`src/rtl/pipe_front_regs.sv`:
```
// ============================================================================
// Module      : pipe_front_regs
// Description : PC, IF/ID and ID/EX pipeline registers with stall/flush
//               handling and saturating stall/flush event counters.
// Revision    : 1.0 - initial release
// ============================================================================
`default_nettype none

module pipe_front_regs #(
   parameter logic [31:0] RESET_PC  = 32'h0000_0000,
   parameter logic [31:0] NOP_INSTR = 32'h0000_0013,
   parameter int          CNT_W     = 16
) (
   input  logic             clk,
   input  logic             rst_n,
   input  logic             StallF,
   input  logic             StallD,
   input  logic             FlushD,
   input  logic             FlushE,
   input  logic             PCSrcE,
   input  logic [31:0]      PCTargetE,
   input  logic [31:0]      InstrF,
   input  logic [9:0]       CtrlD,
   input  logic [31:0]      RD1D,
   input  logic [31:0]      RD2D,
   input  logic [31:0]      ImmExtD,
   input  logic [4:0]       Rs1D,
   input  logic [4:0]       Rs2D,
   input  logic [4:0]       RdD,
   input  logic             CntClr,
   output logic [31:0]      PCF,
   output logic [31:0]      InstrD,
   output logic [31:0]      PCD,
   output logic [31:0]      PCPlus4D,
   output logic             ValidD,
   output logic [9:0]       CtrlE,
   output logic [31:0]      RD1E,
   output logic [31:0]      RD2E,
   output logic [31:0]      ImmExtE,
   output logic [31:0]      PCE,
   output logic [31:0]      PCPlus4E,
   output logic [4:0]       Rs1E,
   output logic [4:0]       Rs2E,
   output logic [4:0]       RdE,
   output logic             ValidE,
   output logic [CNT_W-1:0] StallCnt,
   output logic [CNT_W-1:0] FlushCnt
);

   localparam logic [CNT_W-1:0] c_cnt_one = {{(CNT_W-1){1'b0}}, 1'b1};

   // ------------------------------------------------------------------
   // Fetch stage
   // ------------------------------------------------------------------
   logic [31:0] r_pcf;
   logic [31:0] w_pcf_plus4;

   assign w_pcf_plus4 = r_pcf + 32'd4;

   // A redirect from E must win over a fetch stall, else a taken branch
   // arriving during a load-use stall would be lost.
   always_ff @(posedge clk or negedge rst_n) begin
      if (!rst_n) begin
         r_pcf <= RESET_PC;
      end else if (PCSrcE) begin
         r_pcf <= PCTargetE;
      end else if (!StallF) begin
         r_pcf <= w_pcf_plus4;
      end
   end

   // ------------------------------------------------------------------
   // IF/ID register
   // ------------------------------------------------------------------
   logic [31:0] r_instr_d;
   logic [31:0] r_pc_d;
   logic [31:0] r_pcplus4_d;
   logic        r_valid_d;

   always_ff @(posedge clk or negedge rst_n) begin
      if (!rst_n) begin
         r_instr_d   <= NOP_INSTR;
         r_pc_d      <= 32'd0;
         r_pcplus4_d <= 32'd0;
         r_valid_d   <= 1'b0;
      end else if (FlushD) begin
         r_instr_d   <= NOP_INSTR;
         r_pc_d      <= 32'd0;
         r_pcplus4_d <= 32'd0;
         r_valid_d   <= 1'b0;
      end else if (!StallD) begin
         r_instr_d   <= InstrF;
         r_pc_d      <= r_pcf;
         r_pcplus4_d <= w_pcf_plus4;
         r_valid_d   <= 1'b1;
      end
   end

   // ------------------------------------------------------------------
   // ID/EX register: no hold path, bubbles come only from FlushE
   // ------------------------------------------------------------------
   logic [9:0]  r_ctrl_e;
   logic [31:0] r_rd1_e;
   logic [31:0] r_rd2_e;
   logic [31:0] r_immext_e;
   logic [31:0] r_pc_e;
   logic [31:0] r_pcplus4_e;
   logic [4:0]  r_rs1_e;
   logic [4:0]  r_rs2_e;
   logic [4:0]  r_rd_e;
   logic        r_valid_e;

   always_ff @(posedge clk or negedge rst_n) begin
      if (!rst_n) begin
         r_ctrl_e    <= 10'd0;
         r_rd1_e     <= 32'd0;
         r_rd2_e     <= 32'd0;
         r_immext_e  <= 32'd0;
         r_pc_e      <= 32'd0;
         r_pcplus4_e <= 32'd0;
         r_rs1_e     <= 5'd0;
         r_rs2_e     <= 5'd0;
         r_rd_e      <= 5'd0;
         r_valid_e   <= 1'b0;
      end else if (FlushE) begin
         r_ctrl_e    <= 10'd0;
         r_rd1_e     <= 32'd0;
         r_rd2_e     <= 32'd0;
         r_immext_e  <= 32'd0;
         r_pc_e      <= 32'd0;
         r_pcplus4_e <= 32'd0;
         r_rs1_e     <= 5'd0;
         r_rs2_e     <= 5'd0;
         r_rd_e      <= 5'd0;
         r_valid_e   <= 1'b0;
      end else begin
         r_ctrl_e    <= CtrlD;
         r_rd1_e     <= RD1D;
         r_rd2_e     <= RD2D;
         r_immext_e  <= ImmExtD;
         r_pc_e      <= r_pc_d;
         r_pcplus4_e <= r_pcplus4_d;
         r_rs1_e     <= Rs1D;
         r_rs2_e     <= Rs2D;
         r_rd_e      <= RdD;
         r_valid_e   <= r_valid_d;
      end
   end

   // ------------------------------------------------------------------
   // Saturating event counters; clear beats increment
   // ------------------------------------------------------------------
   logic [CNT_W-1:0] r_stall_cnt;
   logic [CNT_W-1:0] r_flush_cnt;

   always_ff @(posedge clk or negedge rst_n) begin
      if (!rst_n) begin
         r_stall_cnt <= '0;
         r_flush_cnt <= '0;
      end else if (CntClr) begin
         r_stall_cnt <= '0;
         r_flush_cnt <= '0;
      end else begin
         if (StallF && !(&r_stall_cnt)) begin
            r_stall_cnt <= r_stall_cnt + c_cnt_one;
         end
         if (FlushE && !(&r_flush_cnt)) begin
            r_flush_cnt <= r_flush_cnt + c_cnt_one;
         end
      end
   end

   // ------------------------------------------------------------------
   // Outputs are driven straight from registers
   // ------------------------------------------------------------------
   assign PCF      = r_pcf;
   assign InstrD   = r_instr_d;
   assign PCD      = r_pc_d;
   assign PCPlus4D = r_pcplus4_d;
   assign ValidD   = r_valid_d;
   assign CtrlE    = r_ctrl_e;
   assign RD1E     = r_rd1_e;
   assign RD2E     = r_rd2_e;
   assign ImmExtE  = r_immext_e;
   assign PCE      = r_pc_e;
   assign PCPlus4E = r_pcplus4_e;
   assign Rs1E     = r_rs1_e;
   assign Rs2E     = r_rs2_e;
   assign RdE      = r_rd_e;
   assign ValidE   = r_valid_e;
   assign StallCnt = r_stall_cnt;
   assign FlushCnt = r_flush_cnt;

endmodule

`default_nettype wire

```
`config.mk`:
```
export PLATFORM = sky130hd
export DESIGN_NAME = pipe_front_regs
export DESIGN_NICKNAME = d
export VERILOG_FILES = /design/src/rtl/pipe_front_regs.sv
export SDC_FILE = /design/constraint.sdc
export NUM_CORES = 1
export LEC_CHECK = 0
export ABC_AREA = 1
export CORE_AREA = 2 2 212 214
export DETAILED_ROUTE_END_ITERATION = 8
export DIE_AREA = 0 0 214 216
export PLACE_DENSITY = 0.65
export SETUP_SLACK_MARGIN = 0.1
export SYNTH_ARGS = -nofsm -noshare
export SYNTH_HDL_FRONTEND = slang
export SYNTH_SLANG_ARGS = --single-unit
```
`constraint.sdc`:
```
create_clock -name clk -period 1.6 [get_ports clk]
set_input_delay 0.24 -clock clk [delete_from_list [all_inputs] [get_ports clk]]
set_output_delay 0.24 -clock clk [all_outputs]
set_load 0.01 [all_outputs]
```
* Word level (Yosys, flattened, before mapping) *
Cells that the tools add are included.

storage, ports and cells
  memories kept = 0
  logic and storage cells = 54
  input bits = 193
  memory bits (read-only) = 0
  memory bits (writable) = 0
  bits in latches = 0
  register bits = 347
  output and inout port bits = 347

cells by class
  shift-type cells = 0
  bitwise gates (word level) = 0
  divide/modulo/power cells = 0
  multiplexer cells = 24
  reductions and logical operators = 8
  multiply operators = 0
  add/sub/neg operators = 3
  $lt $le $gt $ge = 0
  equality and inequality tests = 2

operators with widths
  kind                   number
  $mux 32                13
  $mux 16                4
  $add 16x1->16 const B  2
  $add 32x3->32 const B  1
  $reduce_and 16->1      2
  $mux 5                 3
  $mux 10                1
  $ne 2x1->1 const B     2
  $reduce_bool 2->1      2
  $mux 1                 3
  $logic_and 1x1->1      2
  $logic_not 1->1        2

* Logic depth before layout (Yosys ltp) *
  depth in word-level cells = 5
  gate-level depth with buffers = 10
  depth with buffers taken out = 10

* Least setup slack after synthesis *
No wires, ideal clock.

  path kind = register to register
  start point = reg r_flush_cnt[0], in the netlist FlushCnt[0]
  end point = reg r_flush_cnt[13], in the netlist FlushCnt[13]
  data required time = 1.483 ns
  slack = 0.021 ns
  data arrival time = 1.462 ns
  setup time = 0.117 ns
  buffers on the path = 1
  clock period less this slack = 1.579 ns
  stages on the path, launching flop included = 11
  cells stage by stage = dfrtp_1 > ha_1 > inv_1 > nor2_1 > nand2_1 > nor2_2 > o21ai_2 > inv_2 > buf_6 > nand2_1 > nand2_1

between the ends
  longest elaborated chain between the ends = 4
  elaborated cells on any way between the ends = 7
  those cells by class = 1 x add/sub; 2 x mux; 4 x reduce/logical

RTL lines
  what                                                   line  RTL
  start: declaration                                     154   logic [CNT_W-1:0] r_flush_cnt;
  start signal: assignment                               168   r_flush_cnt <= r_flush_cnt + c_cnt_one;
  branches (longest 4 deep; another with $add 16x1->16)  -

Several ways; the timed one is not identified. The select of a mux whose other input is x is not followed.
A chain may end at the register's enable or synchronous reset.

* Final worst setup path *
  start point = reg r_flush_cnt[1], in the netlist FlushCnt[1]
  end point = reg r_flush_cnt[8], in the netlist FlushCnt[8]

The elaborated chain is that of the path after synthesis.

==> flow_summary.ini <==
[synthesis]
ys.flop_type = dfrtp_1
ys_ff_latch = 343
syn_inst = 1504
synth_simple_gate_area_share_pct = 20.04
synthXorXnorAreaFrac_pct = 1.599
yosys-mux-area-fraction_pct = 0
synth_area_sq_mm = 0.01369
syn_nets = 1700
ys_types = 32
syn_avg_cell_area_sq_um = 9.105
synth.most_common_cell = dfrtp_1
synth_top_family_by_area = simple AND/OR/NAND/NOR gates
yosys.area.top_type = dfrtp_1
seq_area_frac_synth_pct = 62.70
yosysWarnings = 0
synthAdderAreaFrac_pct = 0.2741
yosys-top-cells-area = dfrtp_1, nand2_1, inv_1
synth_compound_area_share_pct = 6.085
synth_edf_count = 0
synth_top_cells_by_count = dfrtp_1, nand2_1, inv_1
synth_top_area_share_pct = 62.13
async_flop_share_pct = 100.0

[die]
pin_count = 540
fp.dieW_um = 214
design.core.area_sq_mm = 0.04384
die_y_um = 216
die_area_sq_mm = 0.04622
num_rows = 77
initial_core_util_pct = 31.24

[critical_path]
cp-end-kind = flop
startpoint_type = flop
regToRegSetupSlack_ps = -40
reg2reg_to = FlushCnt[8]$_DFFE_PN0P_
critPathArrivalTime_ps = 2080
path_class = reg -> reg
r2r_start = FlushCnt[1]$_DFFE_PN0P_
rr_worst_depth = 10
required_ps = 2030
critPathMaxFanout = 7

[route]
post_drt_wl_per_cell_um = 18.12
met2_length_um = 25420
routed_wl_um = 51250
first_iter_violations = 736
vias_per_cell = 4.484
wl_met1_um = 21100
drt_pass1_iterations = 6
top_layer = met5
wl_met3_um = 2996
post-route-drc-count = 0
vias = 12680
ant_nets = 0

[timing]
slew_violations = 0
hold_ws_ps = 168.8
worst_pin_slew_ps = 530.9
period_share_pct = 102.6
post-route-min-period_ps = 1642
slew_headroom_pct = 64.60
setup_ws_ps = -41.97
hold_violations = 0
fmax_ghz = 0.6090
rsz0062_at_grt = yes
fin_skew_ps = 14.73
finalSetupViolations = 9

[clocking]
cts.clk_slew.worst_paths_ps = 60
clk_path_buf_depth = 3
clk_latency_ps = 550
cts_tree = yes
ctsHtreeMaxLevel = 2
cts_buffers = 40
root_buffer = clkbuf_16
clock_sinks = 343

[placement]
portBuffers = 539
hpwl_um = 37060
gp_congestion = 0.9336

[final_layout]
fin_nets = 2401
fin_util_pct = 51.78
drive_above_1_share_pct = 22.10
nFillCells = 4028
area_growth_pct = 65.76

[power]
powerDensity_mw_per_mm2 = 969.5
power.total_mw = 22.01
peakVddDrop_mv = 0.6462
leakage_nw = 11.81

[run_status]
violations = setup timing
status = finished, violations left

[global_routing]
grt_usage_pct = 21.64
grt_pass1_vias = 12950
grt_max_degree = 118
grt_pass1_wl_um = 77260
grt-ovfl-total = 0
antenna_found_initial = 3

[flow_run]
drv_cap = 0

[worst_hold_path]
hold_class = in -> async
==> cells in the final DEF (no fill, tap or decap), drive strengths merged <==
master	instances
dfrtp	340
nand2	331
nor2	277
inv	271
buf	245
clkdlybuf4s50	190
dlygate4sd2	169
clkdlybuf4s15	104
clkbuf	64
nand3	47
o22ai	38
o21ai	38
a22o	29
xor2	24
nand4	23
o21bai	10
clkinv	10
dfstp	3
o221ai	3
o22a	3
bufinv	3
ha	3
o211ai	2
clkinvlp	2
diode	1
a21oi	1
and2	1
xnor2	1
nor3b	1
or2	1
dlygate4sd3	1
==> layout make-up <==
| class | instances | area, sq um | area share (%) |
|---|---|---|---|
| Antenna cell | 1 | 2.502 | 0.01102 |
| Clock buffer | 57 | 1145 | 5.044 |
| Clock inverter | 15 | 171.4 | 0.7552 |
| Inverter | 270 | 1023 | 4.509 |
| Multi-Input combinational cell | 833 | 4405 | 19.41 |
| Sequential cell | 343 | 8606 | 37.91 |
| Tap cell | 592 | 740.7 | 3.263 |
| Timing Repair Buffer | 716 | 6598 | 29.07 |
| Timing Repair inverter | 1 | 7.507 | 0.03307 |
==> per-layer routing <==
layer / global-route usage [%] / vias up
li1: - / 5957
met1: 27.20 / 6182
met2: 36.37 / 432
met3: 5.018 / 106
met4: 8.019 / 4
met5: 0 / -
==> registers in the layout, indices dropped and copies added (netlist names), 5 cells and up <==
register  flops
RD2E         32
ImmExtE      32
RdE           5
PCF          32
Rs1E          5
PCE          30
InstrD       32
PCPlus4E     32
PCD          32
PCPlus4D     30
CtrlE        10
RD1E         32
StallCnt     16
FlushCnt     16
Rs2E          5
==> power by group <==
| group | leakage [nW] | switching, mW | internal [mW] | total [mW] |
|---|---|---|---|---|
| Clock | 0.650 | 3.74 | 5.48 | 9.22 |
| Combinational | 6.66 | 1.77 | 1.60 | 3.37 |
| Sequential | 4.50 | 0.267 | 9.15 | 9.42 |
==> worst max-delay path, cell delays in order, from the launching register on <==
cell,delay (ps)
dfrtp_1,390
ha_2,190
inv_2,60
nor2_2,30
nand2_2,100
nor2_4,60
buf_6,110
o21ai_4,200
clkinvlp_4,220
nand2_1,110
nand2_1,50
==> metrics by stage <==
step / area, sq um / setup TNS [ps] / worst slack [ps] / std cells
floorplan: 13710 / 0 / 57.33 / 1504
global placement: 20560 / -1582 / -126.8 / 2678
detailed placement: 20560 / -3635 / -165.9 / 2678
CTS: 22020 / -8.396 / -8.396 / 2803
global route: 22700 / -1459 / -116.7 / 2828
finish: 22700 / -255.6 / -41.97 / 2828
==> how the worst max path moves through the flow <==
| stage | endpoint | slack, ps | from |
|---|---|---|---|
| 6_report | FlushCnt[8]$_DFFE_PN0P_ | -40 | FlushCnt[1]$_DFFE_PN0P_ |
| 5_1_grt | FlushCnt[6]$_DFFE_PN0P_ | -120 | FlushCnt[0]$_DFFE_PN0P_ |
| 4_1_cts | FlushCnt[9]$_DFFE_PN0P_ | -8 | FlushCnt[1]$_DFFE_PN0P_ |
| 3_5_place_dp | FlushCnt[10]$_DFFE_PN0P_ | -170 | FlushCnt[1]$_DFFE_PN0P_ |
| 3_3_place_gp | FlushCnt[11]$_DFFE_PN0P_ | -130 | FlushCnt[1]$_DFFE_PN0P_ |
| 2_1_floorplan | FlushCnt[13]$_DFFE_PN0P_ | 60 | FlushCnt[1]$_DFFE_PN0P_ |
==> repair_timing <==
| item | in CTS | in global routing |
|---|---|---|
| hold endpoints to repair | 229 | 0 |
| buffers inserted | 51 | 26 |
| pin swaps | 13 | 90 |
| hold buffers | 1 | 0 |
| cloned | 1 | 1 |
| resized for setup | 726 | 189 |
| setup endpoints to repair | 396 | 123 |
==> cell families (layout without fill, tap and decap cells) <==
logic type / Yosys count / in the layout
buffers and inverters: 328 / 1059
AOI/OAI and AO/OA: 124 / 124
other: 0 / 1
adders and majority gates: 3 / 3
xor gates and xnor gates: 25 / 25
DFF: 343 / 343
and+or+nand+nor: 681 / 681
(Power assumes the default switching activity.)
